File: config.mk
export PLATFORM = sky130hd
export DESIGN_NAME = ram_port_arbiter
export DESIGN_NICKNAME = d
export VERILOG_FILES = /design/src/rtl/ram_port_arbiter_pkg.sv /design/src/rtl/ram_port_arbiter_rsp_tracker.sv /design/src/rtl/ram_port_arbiter.sv
export SDC_FILE = /design/constraint.sdc
export NUM_CORES = 1
export LEC_CHECK = 0
export BUFFER_PORTS_ARGS = -buffer_cell sky130_fd_sc_hd__buf_2
export CAP_MARGIN = 20
export CORE_AREA = 2 2 123 125
export CTS_CLUSTER_SIZE = 12
export DETAILED_ROUTE_END_ITERATION = 10
export DIE_AREA = 0 0 125 127
export PLACE_DENSITY_LB_ADDON = 0.08
export SLEW_MARGIN = 20
export SYNTH_ARGS = -nofsm -noshare
export SYNTH_HDL_FRONTEND = slang
export SYNTH_SLANG_ARGS = --single-unit
File: constraint.sdc
create_clock -name clk -period 2.4 [get_ports clk]
set_clock_uncertainty 0.1 [all_clocks]
set_input_delay 0.72 -clock clk [delete_from_list [all_inputs] [get_ports clk]]
set_output_delay 0.72 -clock clk [all_outputs]
set_load 0.01 [all_outputs]
File: src/rtl/ram_port_arbiter_pkg.sv
// Shared types for the RAM data-port arbiter: requester identity and helpers.
package ram_port_arbiter_pkg;

  // m0 = BIOS loader, m1 = core load/store unit
  typedef enum logic {
    OWNER_BIOS = 1'b0,
    OWNER_CORE = 1'b1
  } ram_owner_e;

  // The requester that is not the given one
  function automatic ram_owner_e other_owner(input ram_owner_e owner);
    return (owner == OWNER_BIOS) ? OWNER_CORE : OWNER_BIOS;
  endfunction

endpackage

File: src/rtl/ram_port_arbiter_rsp_tracker.sv
// Read-response tag pipeline: carries {valid, owner} for READ_LATENCY
// qualified cycles and raises the matching per-owner rvalid at the tail.
module ram_port_arbiter_rsp_tracker
  import ram_port_arbiter_pkg::*;
#(
  parameter int unsigned READ_LATENCY = 1
) (
  input  logic       clk,
  input  logic       rst,
  input  logic       clk_en,
  input  logic       i_push,
  input  ram_owner_e i_owner,
  output logic       o_bios_rvalid,
  output logic       o_core_rvalid
);

  logic [READ_LATENCY-1:0] vld_q;
  logic [READ_LATENCY-1:0] vld_d;
  logic [READ_LATENCY-1:0] own_q;
  logic [READ_LATENCY-1:0] own_d;

  // Shift one stage per qualified cycle, inserting the current read tag at stage 0
  always_comb begin
    vld_d = vld_q;
    own_d = own_q;
    if (clk_en) begin
      vld_d[0] = i_push;
      own_d[0] = i_owner;
      for (int unsigned i = 1; i < READ_LATENCY; i++) begin
        vld_d[i] = vld_q[i-1];
        own_d[i] = own_q[i-1];
      end
    end
  end

  // Pipeline registers; reset discards every in-flight response
  always_ff @(posedge clk or negedge rst) begin
    if (!rst) begin
      vld_q <= '0;
      own_q <= '0;
    end else begin
      vld_q <= vld_d;
      own_q <= own_d;
    end
  end

  // Decode the tail tag into per-owner valids
  always_comb begin
    o_bios_rvalid = vld_q[READ_LATENCY-1] &&
                    (ram_owner_e'(own_q[READ_LATENCY-1]) == OWNER_BIOS);
    o_core_rvalid = vld_q[READ_LATENCY-1] &&
                    (ram_owner_e'(own_q[READ_LATENCY-1]) == OWNER_CORE);
  end

endmodule

File: src/rtl/ram_port_arbiter.sv
// Arbiter sharing the RAM data port between the BIOS loader (m0) and the
// core LSU (m1): boot gating, round-robin with bounded hold, tagged read return.
module ram_port_arbiter
  import ram_port_arbiter_pkg::*;
#(
  parameter int unsigned ADDR_W       = 32,
  parameter int unsigned DATA_W       = 32,
  parameter int unsigned READ_LATENCY = 1,
  parameter int unsigned MAX_HOLD     = 4
) (
  input  logic                clk,
  input  logic                rst,
  input  logic                clk_en,
  input  logic                i_booted,
  input  logic                i_m0_req,
  input  logic                i_m0_we,
  input  logic [DATA_W/8-1:0] i_m0_be,
  input  logic [ADDR_W-1:0]   i_m0_addr,
  input  logic [DATA_W-1:0]   i_m0_wdata,
  input  logic                i_m1_req,
  input  logic                i_m1_we,
  input  logic [DATA_W/8-1:0] i_m1_be,
  input  logic [ADDR_W-1:0]   i_m1_addr,
  input  logic [DATA_W-1:0]   i_m1_wdata,
  output logic                o_m0_gnt,
  output logic                o_m1_gnt,
  output logic                o_m0_rvalid,
  output logic                o_m1_rvalid,
  output logic [DATA_W-1:0]   o_rdata,
  output logic                o_read_req,
  output logic [ADDR_W-1:0]   o_read_addr,
  input  logic [DATA_W-1:0]   i_read_data,
  output logic                o_write_enable,
  output logic [DATA_W/8-1:0] o_byte_enable,
  output logic [ADDR_W-1:0]   o_write_addr,
  output logic [DATA_W-1:0]   o_write_data
);

  localparam int unsigned BE_W   = DATA_W / 8;
  localparam int unsigned HOLD_W = (MAX_HOLD > 1) ? $clog2(MAX_HOLD) : 1;
  localparam logic [HOLD_W-1:0] HOLD_SAT = HOLD_W'(MAX_HOLD - 1);

  typedef struct packed {
    logic              we;
    logic [BE_W-1:0]   be;
    logic [ADDR_W-1:0] addr;
    logic [DATA_W-1:0] wdata;
  } ram_cmd_t;

  ram_owner_e        last_owner_q, last_owner_d;
  logic [HOLD_W-1:0] hold_cnt_q, hold_cnt_d;
  logic              active_q, active_d;

  logic       m0_elig, m1_elig;
  logic       any_gnt;
  ram_owner_e gnt_owner;
  ram_cmd_t   m0_cmd, m1_cmd, sel_cmd;
  logic       rd_push;
  logic       bios_rvalid, core_rvalid;

  // Arbitration. The owner may keep the port only if it held it on the previous
  // qualified cycle; after reset or an idle cycle, contention goes to the
  // requester that is not last_owner, so the first contention goes to m1.
  always_comb begin
    m0_elig   = i_m0_req;
    m1_elig   = i_m1_req && i_booted;
    any_gnt   = 1'b0;
    gnt_owner = OWNER_BIOS;
    if (m0_elig && m1_elig) begin
      any_gnt   = 1'b1;
      gnt_owner = (active_q && (hold_cnt_q < HOLD_SAT)) ? last_owner_q
                                                        : other_owner(last_owner_q);
    end else if (m0_elig) begin
      any_gnt   = 1'b1;
      gnt_owner = OWNER_BIOS;
    end else if (m1_elig) begin
      any_gnt   = 1'b1;
      gnt_owner = OWNER_CORE;
    end
    if (!rst) begin
      any_gnt = 1'b0;
    end
  end

  // Hold counter and ownership update on qualified edges
  always_comb begin
    last_owner_d = last_owner_q;
    hold_cnt_d   = hold_cnt_q;
    active_d     = active_q;
    if (clk_en) begin
      if (!any_gnt) begin
        hold_cnt_d = '0;
        active_d   = 1'b0;
      end else if (gnt_owner == last_owner_q) begin
        hold_cnt_d = (hold_cnt_q == HOLD_SAT) ? hold_cnt_q : hold_cnt_q + 1'b1;
        active_d   = 1'b1;
      end else begin
        last_owner_d = gnt_owner;
        hold_cnt_d   = '0;
        active_d     = 1'b1;
      end
    end
  end

  // Arbitration state registers
  always_ff @(posedge clk or negedge rst) begin
    if (!rst) begin
      last_owner_q <= OWNER_BIOS;
      hold_cnt_q   <= '0;
      active_q     <= 1'b0;
    end else begin
      last_owner_q <= last_owner_d;
      hold_cnt_q   <= hold_cnt_d;
      active_q     <= active_d;
    end
  end

  // Command selection and RAM-side outputs, all zero without a grant or in reset
  always_comb begin
    m0_cmd  = '{we: i_m0_we, be: i_m0_be, addr: i_m0_addr, wdata: i_m0_wdata};
    m1_cmd  = '{we: i_m1_we, be: i_m1_be, addr: i_m1_addr, wdata: i_m1_wdata};
    sel_cmd = (gnt_owner == OWNER_BIOS) ? m0_cmd : m1_cmd;

    o_m0_gnt       = any_gnt && (gnt_owner == OWNER_BIOS);
    o_m1_gnt       = any_gnt && (gnt_owner == OWNER_CORE);
    o_read_req     = 1'b0;
    o_read_addr    = '0;
    o_write_enable = 1'b0;
    o_byte_enable  = '0;
    o_write_addr   = '0;
    o_write_data   = '0;
    if (any_gnt) begin
      if (sel_cmd.we) begin
        o_write_enable = 1'b1;
        o_byte_enable  = sel_cmd.be;
        o_write_addr   = sel_cmd.addr;
        o_write_data   = sel_cmd.wdata;
      end else begin
        o_read_req  = 1'b1;
        o_read_addr = sel_cmd.addr;
      end
    end
    rd_push     = any_gnt && !sel_cmd.we;
    o_rdata     = rst ? i_read_data : '0;
    o_m0_rvalid = rst && bios_rvalid;
    o_m1_rvalid = rst && core_rvalid;
  end

  ram_port_arbiter_rsp_tracker #(
    .READ_LATENCY (READ_LATENCY)
  ) u_rsp_tracker (
    .clk           (clk),
    .rst           (rst),
    .clk_en        (clk_en),
    .i_push        (rd_push),
    .i_owner       (gnt_owner),
    .o_bios_rvalid (bios_rvalid),
    .o_core_rvalid (core_rvalid)
  );

endmodule
==> flow_summary.yaml <==
run_status:
  status: "complete, but fails checks"
  violations: "setup timing"
finish:
  diodes: 0
  drive_gt1_share_pct: 68.8
  postLayoutCoreUtil_pct: 40.3
  multiInputGateArea_um2: 2710
  register_area_um2: 150
  layout.nets: 936
  area_delta_synth_final_pct: 130
  nFillCells: 1551
synth:
  syn_inst: 439
  ys_ff_latch: 6
  syn_area_um2: 2530
  synth_area_per_cell_um2: 5.76
  synth_warnings: 0
  syn-num-nets: 616
  seq_area_frac_synth_pct: 5.93
  ys_types: 29
critical_path:
  setup.worst_path.class: "reg -> out"
  cp.arrival_ns: 1.96
  reg2reg_depth: 7
  cp-start-kind: "register"
  rr_startpoint: "hold_cnt_q[0]$_DFFE_PN0P_"
  end_kind: "output pin"
  rrSetupSlack_ns: 0.61
  crit_fanout: 8
  timing.rr.end: "u_rsp_tracker.vld_q$_DFFE_PN0P_"
  required_ns: 1.58
clock_network:
  clk_latency_ns: 0.23
  htree_levels: 1
  clk_pin_slew_ns: 0.03
  cts.sinks: 6
  cts_tree: "yes"
  cts_hold_buf: 0
  cts_inserted_buffers: 3
  ctsLongestPathBuffers: 2
  cts-root-buf: "clkbuf_16"
routing:
  drt-pass1-iter-count: 5
  vias: 4554
  first_iter_violations: 207
  drc: 0
  via_per_inst: 4.84
  wirelength_um: 15300
  wire_per_inst_um: 16.2
  ant_nets: 0
floorplanning:
  initial_core_util_pct: 17.5
  rows: 44
  coreArea_um2: 14400
  die_w_um: 125
  die_height_um: 127
  pin_count: 314
  die_area_um2: 15900
grt:
  grt_max_degree: 67
  grt_remaining_overflow: 0
  grtUsageTotal_pct: 17.4
  grt_pass1_wl_um: 23200
  grt_pass1_vias: 4457
  antenna_found_initial: 0
timing:
  setup_ws_ns: -0.379
  rsz0062_at_grt: "true"
  worst_slew_pin_slew_ns: 0.272
  period_needed_ns: 2.78
  hold-worst-slack_ns: 0.391
  slew_headroom_pct: 81.9
  max_freq_mhz: 360
  hold_viol: 0
  setup_viol: 104
  slew_violations: 0
  period_share_pct: 116
pwr:
  p_leak_nw: 2.62
  power_density_nw_per_um2: 247
  irDropWorstVdd_uv: 153
worst_hold_path:
  hold_class: "in -> async"
placement:
  dpl.hpwl_um: 10800
  portBuffers: 313
  place_congestion: 0.798
flow_run:
  cap_violations: 0
-- power by group --
group / switching (mW) / total (mW) / internal (mW)
logic: 0.521 / 1.05 / 0.524
clock network: 0.0534 / 0.267 / 0.214
registers: 0.00982 / 0.122 / 0.112
-- metal layers --
metal / routed length [um] / vias up / GRT usage (%) / share of wire (%)
met4: 34 / 0 / 1.37 / 0.22
met1: 6030 / 2153 / 20.7 / 40
li1: - / 2234 / - / -
met5: 0 / - / 0 / 0
met2: 8400 / 165 / 34.5 / 55
met3: 803 / 2 / 2.26 / 5.3
-- placed cells by master, fill, tap and decap left out, drive strengths merged --
cell and instances:
nand2 4, ha 1, nand4b 1, buf 373, mux2i 1, o21a 1, nor2b 2, a31o 1
and2 35, dfrtp 6, and3 1, a21oi 100, nor2 4, a21boi 1, a31oi 2, nand3b 64
clkbuf 5, nor3 1, o21ai 7, nand2b 1, mux2 1, inv 4, o211ai 1, nand3 138
nand4bb 1, o211a 1
-- synth_stat cells (all sizes together) --
cell type / number / share of area, %
nand3: 138 / 27
a21oi: 100 / 20
nand3b: 64 / 19
and2: 35 / 8.7
buf: 30 / 6.1
clkbuf: 30 / 4.5
o21ai: 7 / 1.4
dfrtp: 6 / 5.9
inv: 4 / 0.59
nand2: 4 / 0.59
nor2: 4 / 0.59
a31oi: 2 / 0.49
nor2b: 2 / 0.49
a21boi: 1 / 0.30
a31o: 1 / 0.35
and3: 1 / 0.25
ha: 1 / 0.49
mux2: 1 / 0.45
mux2i: 1 / 0.40
nand2b: 1 / 0.25
nand4b: 1 / 0.35
nand4bb: 1 / 0.45
nor3: 1 / 0.20
o211a: 1 / 0.40
o211ai: 1 / 0.49
o21a: 1 / 0.30
-- cell families after synthesis --
logic type | count (synthesis) | share of synthesized area, %
AOI/OAI and AO/OA | 114 | 23.5
adders and majority gates | 1 | 0.494
buffers and inverters | 64 | 11.1
DFF | 6 | 5.93
muxes | 2 | 0.841
and+or+nand+nor | 252 | 58.1
-- flip-flops by register name, indices dropped and copies added, names as in the netlist --
register / count
u_rsp_tracker.own_q: 1
active_q: 1
hold_cnt_q: 2
u_rsp_tracker.vld_q: 1
last_owner_q: 1
-- worst max-delay path, cell delays in order (launching register included) --
cell and delay, ns:
dfrtp_1 0.40, ha_4 0.19, nand4bb_4 0.22, o211ai_4 0.13, buf_12 0.17, buf_4 0.12, buf_12 0.11, nand3_1 0.09
a21oi_2 0.16, buf_2 0.14
-- through the flow --
step	setup TNS, ns	cells	area (um2)	power (mW)	worst slack, ns
finish	-32.22	941	5810	1.43	-0.379
detailed placement	-35.63	912	4920	0.967	-0.392
CTS	-35.33	938	5750	1.43	-0.396
global route	-41.49	941	5810	1.53	-0.471
floorplan	-6.33	439	3080	0.595	-0.0916
global placement	-34.70	912	4920	0.957	-0.378
-- final cells by class --
cell class,instances,share of cell area (%)
Tap cell,184,3.96
Sequential cell,6,2.58
Multi-Input combinational cell,369,46.6
Inverter,4,0.258
Clock buffer,3,1.29
Timing Repair Buffer,375,45.3
-- what timing repair did --
| item | CTS | global route |
|---|---|---|
| resized for setup | 67 | 7 |
| gates cloned | 11 | 3 |
| pin swaps | 48 | 17 |
| setup buffers | 12 | 3 |
| setup endpoints to repair | 104 | 104 |
-- worst max path at each step --
stage | from | end | slack, ns | depth (start not counted)
floorplan | i_m1_req | o_write_addr[13] | -0.09 | 7
global placement | i_m0_req | o_write_addr[9] | -0.38 | 7
detailed placement | i_m0_req | o_write_addr[9] | -0.39 | 7
CTS | hold_cnt_q[0]$_DFFE_PN0P_ | o_write_addr[29] | -0.40 | 9
global route | hold_cnt_q[0]$_DFFE_PN0P_ | o_write_data[28] | -0.47 | 9
finish | hold_cnt_q[0]$_DFFE_PN0P_ | o_write_data[27] | -0.38 | 9
Power figures use the tool's default switching activity.
